File: src/rtl/bcd_7seg_scan.sv
// bcd_7seg_scan: time-multiplexed, active-low 7-segment driver for a packed BCD word.
// A load strobe captures the BCD value into a shadow register. A prescaler walks a digit index
// across the anodes, and every slot opens with a blanked guard interval to suppress ghosting.
// Nibbles A-F are shown as a dash.
// Optional feature: define BCD7SEG_LZB_EN to blank leading zero digits. Digit 0 is always shown.
module bcd_7seg_scan #(
  parameter int unsigned BCD_DIGITS = 3,
  parameter int unsigned SCAN_DIV   = 50000,
  parameter int unsigned GUARD_CYC  = 1
) (
  input  logic                    clk,
  input  logic                    rst_n,
  input  logic [BCD_DIGITS*4-1:0] bcd,
  input  logic                    load,
  output logic [6:0]              seg,
  output logic [BCD_DIGITS-1:0]   an
);

  localparam int unsigned CntW = (SCAN_DIV > 1) ? $clog2(SCAN_DIV) : 1;
  localparam int unsigned IdxW = (BCD_DIGITS > 1) ? $clog2(BCD_DIGITS) : 1;

  localparam logic [CntW-1:0] CntMax   = CntW'(SCAN_DIV - 1);
  localparam logic [CntW-1:0] GuardCnt = CntW'(GUARD_CYC);
  localparam logic [IdxW-1:0] IdxMax   = IdxW'(BCD_DIGITS - 1);
  localparam logic [6:0]      SegBlank = 7'h7F;
  localparam logic [6:0]      SegDash  = 7'b0111111;

  logic [BCD_DIGITS*4-1:0] shd_q, shd_d;
  logic [CntW-1:0]         cnt_q, cnt_d;
  logic [IdxW-1:0]         idx_q, idx_d;
  logic [6:0]              seg_q, seg_d;
  logic [BCD_DIGITS-1:0]   an_q, an_d;

  logic [BCD_DIGITS-1:0]   lzb;
  logic [3:0]              cur_nib;
  logic                    cur_blank;

  // Active-low {g,f,e,d,c,b,a} pattern for one BCD nibble
  function automatic logic [6:0] seg_decode(input logic [3:0] nib);
    logic [6:0] pat;
    case (nib)
      4'd0:    pat = 7'b1000000;
      4'd1:    pat = 7'b1111001;
      4'd2:    pat = 7'b0100100;
      4'd3:    pat = 7'b0110000;
      4'd4:    pat = 7'b0011001;
      4'd5:    pat = 7'b0010010;
      4'd6:    pat = 7'b0000010;
      4'd7:    pat = 7'b1111000;
      4'd8:    pat = 7'b0000000;
      4'd9:    pat = 7'b0010000;
      default: pat = SegDash;
    endcase
    return pat;
  endfunction

  // Next state for the shadow register, prescaler and digit index
  always_comb begin
    shd_d = load ? bcd : shd_q;
    cnt_d = (cnt_q == CntMax) ? '0 : cnt_q + 1'b1;
    idx_d = idx_q;
    if (cnt_q == CntMax) begin
      idx_d = (idx_q == IdxMax) ? '0 : idx_q + 1'b1;
    end
  end

`ifdef BCD7SEG_LZB_EN
  // Digit i (i >= 1) is blanked while it and every more significant nibble are zero
  always_comb begin
    logic upper_zero;
    upper_zero = 1'b1;
    lzb        = '0;
    for (int i = int'(BCD_DIGITS) - 1; i >= 1; i--) begin
      upper_zero = upper_zero & (shd_q[i*4 +: 4] == 4'd0);
      lzb[i]     = upper_zero;
    end
  end
`else
  // Every digit is displayed, leading zeros included
  assign lzb = '0;
`endif

  // Select the nibble and blanking flag of the digit currently being scanned
  always_comb begin
    cur_nib   = 4'd0;
    cur_blank = 1'b0;
    for (int i = 0; i < int'(BCD_DIGITS); i++) begin
      if (idx_q == IdxW'(i)) begin
        cur_nib   = shd_q[i*4 +: 4];
        cur_blank = lzb[i];
      end
    end
  end

  // Pin values: dark during the guard interval, else one anode low with its decoded pattern
  always_comb begin
    seg_d = SegBlank;
    an_d  = '1;
    if (cnt_q >= GuardCnt) begin
      for (int i = 0; i < int'(BCD_DIGITS); i++) begin
        an_d[i] = (idx_q != IdxW'(i));
      end
      // A blanked digit keeps its anode asserted and drives all segments off
      seg_d = cur_blank ? SegBlank : seg_decode(cur_nib);
    end
  end

  // State and output registers with synchronous active-low reset
  always_ff @(posedge clk) begin
    if (!rst_n) begin
      shd_q <= '0;
      cnt_q <= '0;
      idx_q <= '0;
      seg_q <= SegBlank;
      an_q  <= '1;
    end else begin
      shd_q <= shd_d;
      cnt_q <= cnt_d;
      idx_q <= idx_d;
      seg_q <= seg_d;
      an_q  <= an_d;
    end
  end

  assign seg = seg_q;
  assign an  = an_q;

endmodule

File: config.mk
export PLATFORM = sky130hd
export DESIGN_NAME = bcd_7seg_scan
export DESIGN_NICKNAME = d
export VERILOG_FILES = /design/src/rtl/bcd_7seg_scan.sv
export SDC_FILE = /design/constraint.sdc
export NUM_CORES = 1
export LEC_CHECK = 0
export BUFFER_PORTS_ARGS = -buffer_cell sky130_fd_sc_hd__buf_2
export CORE_ASPECT_RATIO = 0.6
export CORE_MARGIN = 2
export CORE_UTILIZATION = 50
export CTS_CLUSTER_DIAMETER = 50
export DETAILED_ROUTE_END_ITERATION = 12
export PLACE_DENSITY = 0.76
export SYNTH_ARGS = -nofsm -noshare
export SYNTH_HDL_FRONTEND = slang
export SYNTH_SLANG_ARGS = --single-unit
export TNS_END_PERCENT = 20
File: constraint.sdc
create_clock -name clk -period 2.1 [get_ports clk]
set_input_delay 0.42 -clock clk [delete_from_list [all_inputs] [get_ports clk]]
set_output_delay 0.42 -clock clk [all_outputs]
set_load 0.02 [all_outputs]
; ---- Word-level counts from Yosys, hierarchy flattened
; Memories as Yosys holds them, arrays and structs flattened. A register that Yosys moved wholly into a read port is not among the register bits.
; Index checks and enable logic that the tools add are counted.
[classes]
n_bitwise = 1
add_sub_neg = 2
mux = 4
n_reduce_logical = 5
eq_ne = 5
magnitude_cmp = 1
[op_table]
columns = operator, count
row1 = $add A16 B1 Y16 const B, 1
row2 = $eq A16 B16 Y1 const B, 1
row3 = $ge A16 B1 Y1 const B, 1
row4 = $mux W4, 3
row5 = $add A2 B1 Y2 const B, 1
row6 = $eq A2 B1 Y1 const B, 1
row7 = $eq A2 B2 Y1 const B, 1
row8 = $logic_not A2 Y1, 1
row9 = $mux W2, 1
row10 = $ne A2 B1 Y1 const B, 1
row11 = $ne A2 B2 Y1 const B, 1
row12 = $reduce_and A2 Y1, 1
row13 = $reduce_bool A2 Y1, 1
row14 = $reduce_or A2 Y1, 1
row15 = $logic_not A1 Y1, 1
row16 = $not A1 Y1, 1
[word_totals]
out_inout_bits = 10
wordCells = 23
reg_bits = 33
n_memories = 1
rom_bits = 112
[mem_list]
columns = memory, depth, word_bits, read_ports, rd_clocked_by_memory_dff, write_ports, line_no
row1 = (no name shown), 16, 7, 1, 1, 0, 41  ; case (nib)

; ---- Longest topological paths before layout
[logic_depth]
word_depth = 4
depth_mapped = 7
ltp_nobuf = 6

; ---- Least setup slack after synthesis
; Ideal clock, no wire load.
[synth_path]
kind = flip-flop to flip-flop
start = register cnt_q[11]
end = register cnt_q[10]
setup_ps = 117
arrival_ps = 1887
n_path_buf = 1
path_slack_ps = 96
stages_incl_launch_ff = 6
cell_sequence = dfxtp_1 or4_1 or4_4 o21ai_2 buf_2 nor2_1
[synth_between]
elab_chain_cells = 2
[synth_lines]
columns = element, line_no
row1 = "start, declared", 29  ; logic [CntW-1:0] cnt_q, cnt_d;
row2 = "start signal, assigned", 118  ; cnt_q <= cnt_d;
row3 = $eq A16 B16 Y1, 60  ; cnt_d = (cnt_q == CntMax) ? '0 : cnt_q + 1'b1;
row4 = $reduce_or A2 Y1 (no line), -
; No other way between the ends.
; A chain may end at the register's enable or synchronous reset.

; ---- Final worst setup path
[layout_path]
start = register cnt_q[10]
end = register idx_q[0]
[layout_between]
elab_chain_cells = 1
[layout_lines]
columns = element, line_no
row1 = $eq A16 B16 Y1, 62  ; if (cnt_q == CntMax) begin
row2 = "end signal, assigned", 119  ; idx_q <= idx_d;
row3 = "end, declared", 30  ; logic [IdxW-1:0] idx_q, idx_d;
; No other way between the ends.

==> qor.txt <==
Outcome: finished clean
Max cap viols: 0
# Post-CTS Setup Buffers: 0
Iteration-0 DRC Markers: 108
P per Cell Area: 718 mW/mm2
Fin Hold WS: 0.350 ns
Tot Pwr: 1.52 mW
Worst-case clock buffer depth: 2
Number of synthesized register bits: 40
Sequential area share after synthesis: 0.446
Number of synthesized flops with an enable pin: 0
Clk_skew: 0.00375 ns
Clock tree sinks: 40
Die Y: 50.4 um
Ports: 25
Worst-skew pair later-pin latency: 0.30 ns
Setup crit end kind: register
Count of final setup violators: 0
Clk root buf: clkbuf_8
Pre-CTS setup slack: 0.0628 ns
Syn Inst Count: 194
DR DRC count: 0
Final Hold Viols: 0
Startpoint types: register
Final ANT Viol Nets: 0
Final Worst Setup Slack: 0.167 ns
Die Width: 81.4 um
Clk pin slew, worst setup/hold paths: 0.08 ns
Crit path kind: reg -> reg
CTS Buf Count: 5
Crit share post-route: 0.920
Number of global-route vias before repair: 1324
Worst hold path type: in -> reg
Non-filler cells, final: 273
RePlAce Congestion: 0.879
WL final: 3650 um
Worst Path Arrival: 2.17 ns
Die area: 0.00410 mm2
GRT Util Overall: 0.210
Worst-path fanout max: 5
Global-route wire length before repair: 6300 um
Slew HR: 0.500
Worst VDD drop: 513 uV
Ys async rst share: 0
Syn nets: 217
Avg Cell Area, Syn: 9.26 um2
Mean routed wirelength per cell: 13.4 um
Initial Utilization: 0.537
CTS tree: yes
RSZ-0062 raised after global routing: false
Post-route minimum period: 1.93 ns
Largest net degree at the start of global routing: 16
CTS Hold Bufs: 0
Area growth syn-to-layout: 17.6%
Synth Warn #: 0
H-tree lvl count: 2
Synth cell types: 35
Primary FF master, synth: dfxtp_1
# port buffers: 24
FMAX: 517 MHz
Antenna diode count: 0
Gr ovfl total: 0
Post-Syn Area: 0.00180 mm2
Initial antenna violation count: 0
Dpl hpwl: 2650 um
Placed Cells incl. Taps: 265
DR vias: 1430
Max Slew Vio Count: 0
Core region area: 0.00334 mm2
Via density: 5.24
Router iterations before antenna repair: 4
Pleak: 0.868 nW
Layout cell share with drive strength beyond 1: 0.211
Slew @ Worst Pin: 0.749 ns
Cell row count: 16
CTS resizes: 0
Crit path required time: 2.34 ns
Final nets: 250
Setup TNS: 0 ns
## synthesized netlist by cell type (all sizes together) (2+ instances only)
library cell   n  area [um2]
nor4           3        18.8
xor2           6        52.6
nor2          31         116
mux2           2        22.5
nand2          8        30.0
inv            8        30.0
ha             8         100
nand4          5        31.3
nor3           4        20.0
o22a           3        26.3
mux2i         18         180
buf            3        12.5
and3           3        18.8
or3            2        12.5
nand3          9        45.0
dfxtp         40         801
a32oi          4        35.0
a21oi          5        25.0
o21ai          7        38.8
xnor2          7        61.3
or4            3        26.3
clkbuf         5        18.8
## logic make-up (layout without fill, tap and decap cells)
group / Yosys count / after routing / synth area share
buffers and inverters: 17 / 51 / 0.0362
multiplexers: 20 / 20 / 0.113
adder cells (fa/ha/maj): 8 / 8 / 0.0557
AO/OA/AOI/OAI: 22 / 22 / 0.0822
XOR/XNOR: 13 / 13 / 0.0634
flip-flops: 40 / 40 / 0.446
AND/OR/NAND/NOR: 74 / 74 / 0.204
## metrics by stage
step                      cell area [um2]   util
after floorplan                      1800      -
after global placement               2020  0.603
after detailed placement             2020  0.603
after CTS                            2110  0.631
after global routing                 2110  0.632
final                                2110  0.632
## metal layers
metal	global-route usage	share of wire	wire length, um
met5	0	0	0
met3	0.0863	0.084	306
met1	0.322	0.55	1990
met4	0.0706	0.015	53
met2	0.257	0.36	1300
## worst paths after layout
| check | startpoint | to | slack [ns] | cells past startpoint |
|---|---|---|---|---|
| setup / recovery | cnt_q[10] | idx_q[0] | 0.17 | 4 |
| hold / removal | bcd[6] | shd_q[6] | 0.35 | 3 |
| setup reg to reg | cnt_q[10] | idx_q[0] | 0.17 | 4 |
| hold reg to reg | cnt_q[0] | cnt_q[0] | 0.49 | 1 |
## area by class of cell
cell class | count | area, um2
fill | 272 | 1230
multi-input combinational | 137 | 935
sequential | 40 | 801
timing repair buffer | 34 | 195
clock buffer | 6 | 82.6
tap | 45 | 56.3
inverter | 9 | 33.8
clock inverter | 2 | 10.0
## placed cells by master, fill, tap and decap left out, drive strengths merged
cell type  count
mux2           2
or4            3
nor2b          1
a21boi         1
and3           3
nand2          8
nor2          31
nor3           4
or3            2
o22ai          1
nor4           3
xnor2          7
dfxtp         40
o21ai          7
and4b          1
inv            8
a2111oi        1
a21oi          5
clkbuf         6
and4           1
nand3b         1
mux2i         18
clkinv         3
or2            1
a32oi          4
xor2           6
o22a           3
or3b           1
ha             8
buf           34
nand3          9
nand4          5
## where the power goes
| group | switching (mW) | total, mW | internal, mW | leakage, nW |
|---|---|---|---|---|
| Sequential | 0.0147 | 0.810 | 0.795 | 0.328 |
| Clock | 0.274 | 0.536 | 0.262 | 0.0510 |
| Combinational | 0.0997 | 0.172 | 0.0727 | 0.490 |
| Total | 0.388 | 1.52 | 1.13 | 0.868 |
## sequential cells by signal, summed over array words and instances (netlist names)
name / cells
an: 3
shd_q: 12
seg: 7
cnt_q: 16
idx_q: 2
## worst max-delay path: stages (launching register included)
cell and delay, ns:
dfxtp_1 0.35, or4_4 0.54, or4_4 0.45, or4_1 0.41
a21oi_1 0.12
Power figures use the tool's default switching activity.
